==> src/rtl/olo_intf_button_events_pkg.sv <==
`default_nettype none
// ============================================================================
// Module   : olo_intf_button_events_pkg
// Brief    : Shared types and elaboration-time helpers for the button events.
// Revision : 1.0 - initial release
// ============================================================================
package olo_intf_button_events_pkg;

    typedef enum logic [1:0] {
        ST_IDLE = 2'd0,
        ST_HELD = 2'd1,
        ST_LONG = 2'd2
    } btn_state_t;

    // TickCycles when is_cycles=1, otherwise a hold time expressed in ticks.
    function automatic int calc_ticks(input real value, input real tick_period, input bit is_cycles);
        real r_val;
        if (is_cycles) begin
            r_val = value * tick_period;
        end else begin
            r_val = value / tick_period;
        end
        return $rtoi(r_val + 0.5);
    endfunction

    function automatic int log2ceil(input int n);
        int r;
        r = 0;
        for (int i = 0; i < 32; i++) begin
            if ((1 << r) < n) begin
                r = r + 1;
            end
        end
        return r;
    endfunction

endpackage
`default_nettype wire

==> src/rtl/olo_intf_button_events_tick.sv <==
`default_nettype none
// ============================================================================
// Module   : olo_intf_button_events_tick
// Brief    : Free-running prescaler producing a one-cycle tick every TickCycles.
// Revision : 1.0 - initial release
// ============================================================================
module olo_intf_button_events_tick
    import olo_intf_button_events_pkg::*;
#(
    parameter int TickCycles = 125000
) (
    input  logic Clk,
    input  logic Rst,
    output logic Tick
);

    localparam int                c_CNT_W = (log2ceil(TickCycles) < 1) ? 1 : log2ceil(TickCycles);
    localparam logic [c_CNT_W-1:0] c_LAST = c_CNT_W'(TickCycles - 1);

    logic [c_CNT_W-1:0] r_cnt;

    always_ff @(posedge Clk) begin
        if (Rst) begin
            r_cnt <= '0;
        end else if (r_cnt == c_LAST) begin
            r_cnt <= '0;
        end else begin
            r_cnt <= r_cnt + 1'b1;
        end
    end

    assign Tick = (r_cnt == c_LAST);

endmodule
`default_nettype wire

==> src/rtl/olo_intf_button_events.sv <==
`default_nettype none
// ============================================================================
// Module   : olo_intf_button_events
// Brief    : Per-channel Press/Release/LongPress/Repeat strobe generator.
// Revision : 1.0 - initial release
// ============================================================================
module olo_intf_button_events
    import olo_intf_button_events_pkg::*;
#(
    parameter real ClkFrequency_g  = 125.0e6,
    parameter real TickPeriod_g    = 1.0e-3,
    parameter real LongPressTime_g = 1.0,
    parameter real RepeatTime_g    = 0.2,
    parameter int  Width_g         = 2
) (
    input  logic               Clk,
    input  logic               Rst,
    input  logic [Width_g-1:0] In_Buttons,
    output logic [Width_g-1:0] Out_Press,
    output logic [Width_g-1:0] Out_Release,
    output logic [Width_g-1:0] Out_LongPress,
    output logic [Width_g-1:0] Out_Repeat
);

    localparam int c_TICK_CYCLES  = calc_ticks(ClkFrequency_g, TickPeriod_g, 1'b1);
    localparam int c_LONG_TICKS   = calc_ticks(LongPressTime_g, TickPeriod_g, 1'b0);
    localparam int c_REPEAT_TICKS = calc_ticks(RepeatTime_g, TickPeriod_g, 1'b0);
    localparam int c_HOLD_MAX     = (c_LONG_TICKS > c_REPEAT_TICKS) ? c_LONG_TICKS : c_REPEAT_TICKS;
    localparam int c_CNT_W        = (log2ceil(c_HOLD_MAX) < 1) ? 1 : log2ceil(c_HOLD_MAX);

    // Thresholds compare against the pre-increment value so the strobe is
    // registered in the same cycle the counter would reach the tick count.
    localparam logic [c_CNT_W-1:0] c_LONG_LAST   = c_CNT_W'(c_LONG_TICKS - 1);
    localparam logic [c_CNT_W-1:0] c_REPEAT_LAST = c_CNT_W'(c_REPEAT_TICKS - 1);

    logic w_tick;

    olo_intf_button_events_tick #(
        .TickCycles (c_TICK_CYCLES)
    ) i_tick (
        .Clk  (Clk),
        .Rst  (Rst),
        .Tick (w_tick)
    );

    for (genvar g = 0; g < Width_g; g++) begin : g_ch
        btn_state_t         r_state;
        btn_state_t         w_state_nxt;
        logic [c_CNT_W-1:0] r_cnt;
        logic [c_CNT_W-1:0] w_cnt_nxt;
        logic               r_last;
        logic               r_press;
        logic               r_release;
        logic               r_long;
        logic               r_repeat;
        logic               w_press_nxt;
        logic               w_release_nxt;
        logic               w_long_nxt;
        logic               w_repeat_nxt;

        always_ff @(posedge Clk) begin
            if (Rst) begin
                r_state   <= ST_IDLE;
                r_cnt     <= '0;
                r_last    <= 1'b0;
                r_press   <= 1'b0;
                r_release <= 1'b0;
                r_long    <= 1'b0;
                r_repeat  <= 1'b0;
            end else begin
                r_state   <= w_state_nxt;
                r_cnt     <= w_cnt_nxt;
                r_last    <= In_Buttons[g];
                r_press   <= w_press_nxt;
                r_release <= w_release_nxt;
                r_long    <= w_long_nxt;
                r_repeat  <= w_repeat_nxt;
            end
        end

        always_comb begin
            w_state_nxt   = r_state;
            w_cnt_nxt     = r_cnt;
            w_press_nxt   = 1'b0;
            w_release_nxt = 1'b0;
            w_long_nxt    = 1'b0;
            w_repeat_nxt  = 1'b0;
            case (r_state)
                ST_IDLE: begin
                    if (In_Buttons[g] && !r_last) begin
                        w_press_nxt = 1'b1;
                        w_cnt_nxt   = '0;
                        w_state_nxt = ST_HELD;
                    end
                end
                ST_HELD: begin
                    // Release takes priority over a coincident threshold.
                    if (!In_Buttons[g]) begin
                        w_release_nxt = 1'b1;
                        w_cnt_nxt     = '0;
                        w_state_nxt   = ST_IDLE;
                    end else if (w_tick) begin
                        if (r_cnt == c_LONG_LAST) begin
                            w_long_nxt  = 1'b1;
                            w_cnt_nxt   = '0;
                            w_state_nxt = ST_LONG;
                        end else begin
                            w_cnt_nxt = r_cnt + 1'b1;
                        end
                    end
                end
                ST_LONG: begin
                    if (!In_Buttons[g]) begin
                        w_release_nxt = 1'b1;
                        w_cnt_nxt     = '0;
                        w_state_nxt   = ST_IDLE;
                    end else if (w_tick) begin
                        if (r_cnt == c_REPEAT_LAST) begin
                            w_repeat_nxt = 1'b1;
                            w_cnt_nxt    = '0;
                        end else begin
                            w_cnt_nxt = r_cnt + 1'b1;
                        end
                    end
                end
                default: begin
                    w_state_nxt = ST_IDLE;
                    w_cnt_nxt   = '0;
                end
            endcase
        end

        assign Out_Press[g]     = r_press;
        assign Out_Release[g]   = r_release;
        assign Out_LongPress[g] = r_long;
        assign Out_Repeat[g]    = r_repeat;
    end

endmodule
`default_nettype wire
==> config.mk <==
export PLATFORM = sky130hd
export DESIGN_NAME = olo_intf_button_events
export DESIGN_NICKNAME = d
export VERILOG_FILES = /design/src/rtl/olo_intf_button_events_pkg.sv /design/src/rtl/olo_intf_button_events_tick.sv /design/src/rtl/olo_intf_button_events.sv
export SDC_FILE = /design/constraint.sdc
export NUM_CORES = 1
export LEC_CHECK = 0
export ABC_AREA = 1
export CORE_MARGIN = 1.5
export CORE_UTILIZATION = 40
export DETAILED_ROUTE_END_ITERATION = 10
export MAX_ROUTING_LAYER = met4
export SYNTH_ARGS = -nofsm -noshare
export SYNTH_HDL_FRONTEND = slang
export SYNTH_SLANG_ARGS = --single-unit
==> constraint.sdc <==
create_clock -name Clk -period 3.1 [get_ports Clk]
set_clock_uncertainty 0.1 [all_clocks]
set_input_delay 0.31 -clock Clk [delete_from_list [all_inputs] [get_ports Clk]]
set_output_delay 0.31 -clock Clk [all_outputs]
set_load 0.01 [all_outputs]
==> flow_metrics.py <==
metrics = {
    "outcome": {
        "status": "completed",
    },
    "power_and_ir_drop": {
        "p_sw_share_pct": 31.6,
        "p_comb_share_pct": 20.4,
        "p_leak_nw": 1.20,
        "pwr-share-clk_pct": 29.7,
        "pwr-share-seq_pct": 49.8,
        "p_int_uw": 948,
        "power_density_mw_per_mm2": 467,
        "vdd_drop_max_mv": 0.218,
        "p_switching_uw": 437,
    },
    "global_route": {
        "track_usage_pct": 16.3,
        "grt_pass1_vias": 2122,
        "grt_pass1_wl_um": 9360,
        "grt_remaining_overflow": 0,
        "grt_start_max_net_pins": 17,
        "antenna_found_initial": 0,
    },
    "worst_hold_path": {
        "hp-class": "reg -> reg",
        "min_path_cells": 1,
    },
    "floorplanning": {
        "row_count": 29,
        "io_pins": 12,
        "die_area_mm2": 0.00735,
        "initial_core_util_pct": 42.2,
        "die_y_um": 85.7,
        "fp.coreArea_mm2": 0.00649,
        "fp.dieW_um": 85.7,
    },
    "timing": {
        "rsz0062_at_grt": "false",
        "final-hold-violation-count": 0,
        "fin_crit_sh_pct": 61.7,
        "setup_tns_ps": 0,
        "maxSlewViolCount": 0,
        "max_slew_margin_pct": 64.1,
        "layout_min_cycle_time_ps": 1910,
        "fmax_mhz": 523,
        "setup_viol": 0,
        "layout_setup_ws_ps": 1190,
        "worstMarginPinSlew_ps": 537,
    },
    "final_layout": {
        "layout_common_cells": "nand2_1, nor2_1, dfxtp_1",
        "drive_gt1_share_pct": 7.52,
        "diodes": 0,
        "final_common_cell": "nand2_1",
        "fin_cells": 489,
        "nets": 424,
        "area_delta_synth_final_pct": 8.36,
    },
    "run": {
        "cap_violations": 0,
    },
    "route": {
        "drt_first_pass_iters": 4,
        "num_vias": 2394,
        "ant_nets": 0,
        "routedWlPerCell_um": 11.1,
        "drc_errors": 0,
        "drt_iter0_markers": 126,
        "vias_per_cell": 4.90,
        "drt_wl_total_um": 5430,
    },
    "yosys": {
        "yosys_warnings": 0,
        "syn-cell-area_mm2": 0.00274,
        "ys_seq_area_share_pct": 37.3,
        "yosysUniqueCellTypes": 35,
        "syn_avg_cell_area_um2": 6.78,
        "syn-num-nets": 417,
        "ys_ff_latch": 51,
        "syn_inst": 404,
    },
    "setup_path": {
        "endpoint_kind": "flop",
        "critical_path_peak_fanout": 9,
        "required_ps": 3190,
        "worstSetupPathType": "reg -> reg",
        "arrival_ps": 2010,
        "worst-r2r-cell-count": 10,
        "start_kind": "flop",
    },
    "placed_design": {
        "io_buffers": 11,
        "pre_cts_slack_ps": 1000,
        "place_inst": 481,
        "dpl.hpwl_um": 4040,
        "gp_congestion": 0.850,
    },
    "cts": {
        "clockBufferDepth": 2,
        "ctsHtreeMaxLevel": 2,
        "cts_hold_buf": 0,
        "cts_resized": 0,
        "root_buffer": "clkbuf_8",
        "post_cts_buffers": 0,
        "cts_tree": "built",
        "cts.clk_slew.worst_paths_ps": 100,
        "numClockSinks": 51,
        "insertion_delay_ps": 300,
        "cts_buffers": 5,
    },
}
## per-stage QoR
step | util, % | hold WS [ps] | area, um^2 | total power, mW
3_5_place_dp | 44.2 | 309 | 2870 | 0.990
2_1_floorplan | - | 287 | 2740 | 0.931
6_report | 45.7 | 322 | 2970 | 1.39
5_1_grt | 45.7 | 366 | 2970 | 1.47
3_3_place_gp | 44.2 | 305 | 2870 | 0.987
4_1_cts | 45.7 | 325 | 2970 | 1.41
## power groups by stage
stage	Sequential, mW	Clock, mW	Combinational [mW]
floorplan	0.703	0	0.229
global placement	0.705	0	0.282
detailed placement	0.706	0	0.284
CTS	0.691	0.433	0.285
global route	0.694	0.456	0.321
finish	0.691	0.412	0.283
## Yosys cell counts
library cell	count	area, um^2
buf_4	8	60.1
nand3b_1	3	22.5
o21ai_4	1	16.3
nand2_2	3	18.8
ha_1	9	113
nor3b_1	2	15.0
nand4_1	9	56.3
a21oi_2	1	8.76
a21oi_4	2	32.5
clkbuf_1	2	7.51
o21ai_0	10	50.1
nor2_8	1	20.0
xor2_1	1	8.76
o21a_1	1	7.51
nand2_1	111	417
inv_1	50	188
inv_2	2	7.51
nand2_4	2	22.5
o211ai_1	1	7.51
or2_0	1	6.26
nor3_1	11	55.1
nor2_2	4	25.0
nor4_1	2	12.5
dfxtp_1	51	1020
buf_6	1	11.3
o21bai_1	4	30.0
nor2_1	52	195
or2_2	5	31.3
a21oi_1	24	120
clkinv_1	1	3.75
inv_4	1	6.26
nand3_1	24	120
a211oi_1	1	7.51
buf_2	1	5.00
o21ai_1	2	10.0
## final cells by class
cell class | count | area (um^2)
Fill cell | 673 | 3530
Timing Repair Buffer | 12 | 118
Clock buffer | 6 | 82.6
Inverter | 54 | 205
Multi-Input combinational cell | 287 | 1430
Sequential cell | 51 | 1020
Tap cell | 77 | 96.3
Clock inverter | 2 | 16.3
## path summary, 6_finish.rpt
check	start	end	slack [ps]
setup / recovery	i_tick.r_cnt[0]	g_ch[0].r_cnt[9]	1190
hold / removal	g_ch[0].r_last	g_ch[0].r_press	320
setup reg to reg	i_tick.r_cnt[0]	g_ch[0].r_cnt[9]	1190
hold reg to reg	g_ch[0].r_last	g_ch[0].r_press	320
## sequential cells by signal, indices dropped and copies added (netlist names)
| name | cells |
|---|---|
| g_ch.r_release | 2 |
| g_ch.r_cnt | 20 |
| i_tick.r_cnt | 17 |
| g_ch.r_press | 2 |
| g_ch.r_long | 2 |
| g_ch.r_repeat | 2 |
| g_ch.r_last | 2 |
| g_ch.r_state | 4 |
## per-layer routing
metal  up-vias  global-route usage, %  part of all wire [%]
met5         -                      -                     0
met4         0                   5.87                   1.4
met3         7                   3.56                   3.9
met2        40                   25.3                    45
met1      1056                   20.8                    50
li1       1291                      -                     -
## critical path, stage by stage (launching register included)
cell	delay [ps]
dfxtp_1	360
ha_1	220
nand2_1	60
inv_1	50
nand2_1	70
nor2_2	150
nand2_4	130
nand2_1	110
nand2_2	140
o21ai_4	320
nor2_1	90
## cells by family (layout without fill, tap and decap cells)
kind of cell               Yosys count  in the layout  share of synthesized area (%)
and+or+nand+nor                    230            230                           37.1
buffers and inverters               66             74                           10.6
DFF                                 51             51                           37.3
AOI/OAI and AO/OA                   47             47                           10.6
adders and majority gates            9              9                           4.11
xor gates and xnor gates             1              1                          0.320
No activity file was read; power rests on OpenSTA's default activity.
==> patch 1: new RTL, same settings <==
Set the parameter `Width_g` to 4 (it was 2).
--- a/src/rtl/olo_intf_button_events.sv
+++ b/src/rtl/olo_intf_button_events.sv
@@ -12,5 +12,5 @@
     parameter real LongPressTime_g = 1.0,
     parameter real RepeatTime_g    = 0.2,
-    parameter int  Width_g         = 2
+    parameter int  Width_g         = 4
 ) (
     input  logic               Clk,
Interface: changed (5 resized); port bits go from 12 to 22. No check against the original RTL was run, so the function may have changed too.
==> patch 1 against the unedited design <==
The flow now finishes with violations (design-rule violations); critical path depth is the same; design area rose by 78%; count of clock-buffer cells in the layout rose by 3; non-clock buffer count rose by 11; power up 120%; die area rose by 71%; sequential cell count up 34; wire length increased by 89%; maximum frequency fell by 25%; worst setup slack worse by 0.62 ns; clock power grew to 3.0 times the old value; synthesized area rose by 73%; largest cell class unchanged; highest routed layer unchanged.
==> patch 1: results (changes against the unedited design) <==
| Metric | Value |
|---|---|
| Status | `complete, but fails checks` |
| Failing checks | `design-rule violations` |
| Layout area overhead | `11.5%` |
| Reg2reg setup slack | `0.56 ns (-0.62 ns)` |
| DP Area | `4950 sq um (+73%)` |
| Hold Startpoint | `g_ch[2].r_last$_SDFF_PP0_` |
| Clock latency on the worst-skew pair | `0.34 ns (+0.04 ns)` |
| Initial DRC Count | `207 (+64%)` |
| Largest registers | `g_ch.r_cnt: 40 flops, i_tick.r_cnt: 17 flops, g_ch.r_state: 8 flops` |
| Clock-cell share of area | `6.57% (+3.2 points)` |
| Sequential share of the synthesized area | `35.8% (-1.5 points)` |
| Hold slack | `0.320 ns (-0.00170 ns)` |
| Router iterations before antenna repair | `8 (+4)` |
| First-pass GRT wire length | `18.0 mm (+92%)` |
| Slowest CP cell | `o21ai_4` |
| Total GRT Usage | `17.9% (+1.7 points)` |
| Worst-path clk slew | `0.07 ns (-0.03 ns)` |
| Signal inverters | `94 (+74%)` |
| Largest net degree at the start of global routing | `27 (+10)` |
| Overall routed net length | `10.2 mm (+89%)` |
| Critical R2R Capture | `g_ch[0].r_cnt[2]$_SDFFE_PP0P_` |
| Top post-synthesis cells by area | `dfxtp_1, nand2_1, nor2_1, inv_1, nand3_1` |
| Fraction of area in multi-input gates | `47.0% (-1.1 points)` |
| DR WL met2 | `4.79 mm (+96%)` |
| Routed met3 length | `350 um (+64%)` |
| Met3 Resource Use GR | `2.83% (-0.73 points)` |
| Signal buffers | `23 (+11)` |
| Post-detail-place hpwl | `7.50 mm (+86%)` |
| Layout Cells excl Fill | `871 (+78%)` |
| # resized after CTS | `0 (unchanged)` |
| # H-tree levels | `3 (+1)` |
| Yosys cell types | `37 (+5.7%)` |
| Hold Path End | `g_ch[2].r_press$_SDFF_PP0_` |
| NumNets Final | `746 (+76%)` |
| TritonCTS buffer count | `9 (+4)` |
| Syn Nets | `740 (+77%)` |
| Cell Int Power | `2.13 mW (+130%)` |
| Met1 WL | `4.96 mm (+84%)` |
| Share of layout cells above drive strength 1 | `5.63% (-1.9 points)` |
| Vias in the first global route | `4109 (+94%)` |
| DR vias | `4337 (+81%)` |
| Signal buf overhead | `4.25% (+0.29 points)` |
| DRC | `1 (+1)` |
| Core Rows | `39 (+34%)` |
| Slew @ Worst Pin | `0.680 ns (+0.143 ns)` |
| Worst r2r src | `i_tick.r_cnt[0]$_SDFF_PP0_` |
| Post-synth top cells | `nand2_1, nor2_1, inv_1, dfxtp_1, nand3_1` |
| Max VDD drop | `0.286 mV (+31%)` |
| Clock network fraction of design power | `41.0% (+11 points)` |
| CP max stage delay | `0.57 ns (+0.21 ns)` |
| Multi-In Gates | `510 (+78%)` |
| Gp weighted congestion | `0.887 (+4.4%)` |
| Crit path DAT | `2.67 ns (+0.66 ns)` |
| I/O Buffers | `21 (+10)` |
| Seq Cell Count | `85 (+67%)` |
| Worst Path Max Fanout | `18 (+9)` |
| Pwr Density | `577 nW/um^2 (+24%)` |
| Cells after DPL | `855 (+78%)` |
==> patch 1: kinds of logic (layout without fill, tap and decap cells) <==
group	after synthesis	count (layout)	synth area share (%)
simple gates	413	413	38.1
buf+inv	122	133	11.7
flops	85	85	35.8
compound gates	74	74	8.77
fa+ha+maj	17	17	4.48
xor+xnor	6	6	1.11
==> patch 1: worst max path at each step <==
stage / slack, ns / end / cells past startpoint
6_report: 0.56 / g_ch[0].r_cnt[2]$_SDFFE_PP0P_ / 10
5_1_grt: 0.35 / g_ch[0].r_cnt[0]$_SDFFE_PP0P_ / 10
4_1_cts: 0.55 / g_ch[0].r_cnt[1]$_SDFFE_PP0P_ / 10
3_5_place_dp: 0.57 / g_ch[0].r_cnt[1]$_SDFFE_PP0P_ / 10
3_3_place_gp: 0.68 / g_ch[0].r_cnt[1]$_SDFFE_PP0P_ / 10
2_1_floorplan: 1.32 / g_ch[2].r_cnt[1]$_SDFFE_PP0P_ / 11
==> patch 2: new RTL, same flow settings <==
Without the edit above. Make the reset (`Rst`) asynchronous in 2 clocked blocks.
--- a/src/rtl/olo_intf_button_events_tick.sv
+++ b/src/rtl/olo_intf_button_events_tick.sv
@@ -20,5 +20,5 @@
     logic [c_CNT_W-1:0] r_cnt;
 
-    always_ff @(posedge Clk) begin
+    always_ff @(posedge Clk or posedge Rst) begin
         if (Rst) begin
             r_cnt <= '0;
--- a/src/rtl/olo_intf_button_events.sv
+++ b/src/rtl/olo_intf_button_events.sv
@@ -59,5 +59,5 @@
         logic               w_repeat_nxt;
 
-        always_ff @(posedge Clk) begin
+        always_ff @(posedge Clk or posedge Rst) begin
             if (Rst) begin
                 r_state   <= ST_IDLE;
Behaviour: differs if Rst is asserted again (counterexample within 4 cycles, from zero or initial values and one cycle with Rst high); with Rst held inactive, the same outputs for 10 cycles.
==> patch 2 against the unedited design <==
First-iteration DRC count is 10% higher; sequential cell count did not move; design area increased by 7.6%; worst setup slack got worse by 0.23 ns; count of clock-buffer cells in the layout unchanged; synthesized area is 6.6% higher; power grew 25%; global-route usage decreased by 0.070 points; wire length down 0.96%; critical path type unchanged; highest routed layer unchanged.
==> patch 2: results (changes against the unedited design) <==
| Metric | Value |
|---|---|
| Status | `completed` |
| Cell Int Power | `1.14 mW (+20%)` |
| Post-detail-place hpwl | `4.09 mm (+1.4%)` |
| Relative slew margins | `62.8% (-1.3 points)` |
| Share of layout cells above drive strength 1 | `5.58% (-1.9 points)` |
| Largest net degree at the start of global routing | `28 (+11)` |
| LEAKAGE | `1.61 nW (+34%)` |
| Vias/cell | `4.78 (-2.5%)` |
| Total GRT Usage | `16.2% (-0.070 points)` |
| Delay-heaviest family, CP | `simple AND/OR/NAND/NOR gates` |
| Asr flop ratio synth | `100% (+100 points)` |
| Clk root buf | `clkbuf_8` |
| Fill cells | `693 (+3.0%)` |
| Cells after synthesis | `384 (-5.0%)` |
| Comb. pwr | `0.503 mW (+78%)` |
| Clock network fraction of design power | `27.4% (-2.3 points)` |
| Critical Path Start | `i_tick.r_cnt[0]$_DFF_PP0_` |
| TritonCTS buffer count | `5 (unchanged)` |
| Clock latency on the worst-skew pair | `0.30 ns (about the same)` |
| Max VDD drop | `0.365 mV (+67%)` |
| Top post-synthesis cells by area | `dfrtp_1, nand2_1, inv_1, nand3_1, nor2_1` |
| Post-synth top cells | `nand2_1, inv_1, dfrtp_1, nor2_1, nand3_1` |
| P_clk | `0.474 mW (+15%)` |
| EDFF count, synth | `0 (unchanged)` |
| Worst Path Max Fanout | `12 (+3)` |
| Yosys cell types | `30 (-14%)` |
| Reg2reg setup slack | `0.96 ns (-0.23 ns)` |
| # H-tree levels | `2 (unchanged)` |
| Hold slack | `0.276 ns (-0.0462 ns)` |
| Crit path DAT | `2.23 ns (+0.22 ns)` |
| Largest registers | `g_ch.r_cnt: 20 flops, i_tick.r_cnt: 17 flops, g_ch.r_state: 4 flops` |
| Ys flop type | `dfrtp_1` |
| Gp weighted congestion | `0.825 (-3.0%)` |
| Dpl ws | `0.794 ns (-0.207 ns)` |
| Slowest CP cell | `dfrtp_1` |
| Worst reg2reg path depth | `12 (+2)` |
| Worst hold path type | `input port to asynchronous set/reset pin` |
| DP Area | `3080 sq um (+7.2%)` |
| Syn Nets | `397 (-4.8%)` |
| Sequential share of the synthesized area | `43.7% (+6.4 points)` |
| Critical R2R Capture | `g_ch[0].r_cnt[1]$_DFFE_PP0P_` |
| CP max stage delay | `0.38 ns (+0.02 ns)` |
| DR WL/cell | `11.0 um (-1.2%)` |
| Vias in the first global route | `2237 (+5.4%)` |
| NumNets Final | `406 (-4.2%)` |
| Final worst-path cycle share | `69.2% (+7.5 points)` |
| Cells after DPL | `482 (+0.21%)` |
| Overall routed net length | `5.38 mm (-0.96%)` |
| Initial DRC Count | `139 (+10%)` |
| First-pass GRT wire length | `9.71 mm (+3.7%)` |
[patch 2: cell types whose count changed after synthesis, moves of 3 or more]
cell,delta
nand2_1,-19
nand3_1,+15
dfrtp_1,+51
or2_2,-4
inv_1,+5
a21oi_1,-16
o21bai_1,-4
dfxtp_1,-51
xor2_1,+11
nor2_1,-5
nor2_2,-3
[patch 2: final cells by class]
cell class	count	area, sq um	share of cell area (%)
Clock buffer	6	82.6	2.59
Inverter	59	221	6.94
Multi-Input combinational cell	263	1330	41.7
Sequential cell	51	1280	40.0
Tap cell	96	120	3.76
Timing Repair Buffer	13	125	3.92
Clock inverter	2	35.0	1.10
[patch 2: layer usage]
metal / track usage [%] / up-vias / share of wire (%)
li1: - / 1223 / -
met1: 21.4 / 1079 / 51
met2: 26.0 / 34 / 45
met3: 3.08 / 4 / 3.2
met4: 3.41 / 0 / 0.71
met5: - / - / 0
[patch 2: cells by family after synthesis]
group,after synthesis,synth area share (%)
and+or+nand+nor,218,33.4
AOI/OAI and AO/OA,22,4.20
xor gates and xnor gates,14,4.20
buffers and inverters,70,10.7
adders and majority gates,9,3.86
DFF,51,43.7
[patch 2: worst max-delay path by stage]
stage	end	cells past startpoint
floorplan	g_ch[0].r_cnt[3]$_DFFE_PP0P_	13
global placement	g_ch[1].r_cnt[8]$_DFFE_PP0P_	9
detailed placement	g_ch[1].r_cnt[8]$_DFFE_PP0P_	9
CTS	g_ch[0].r_cnt[1]$_DFFE_PP0P_	12
global route	g_ch[0].r_cnt[9]$_DFFE_PP0P_	12
finish	g_ch[0].r_cnt[1]$_DFFE_PP0P_	12
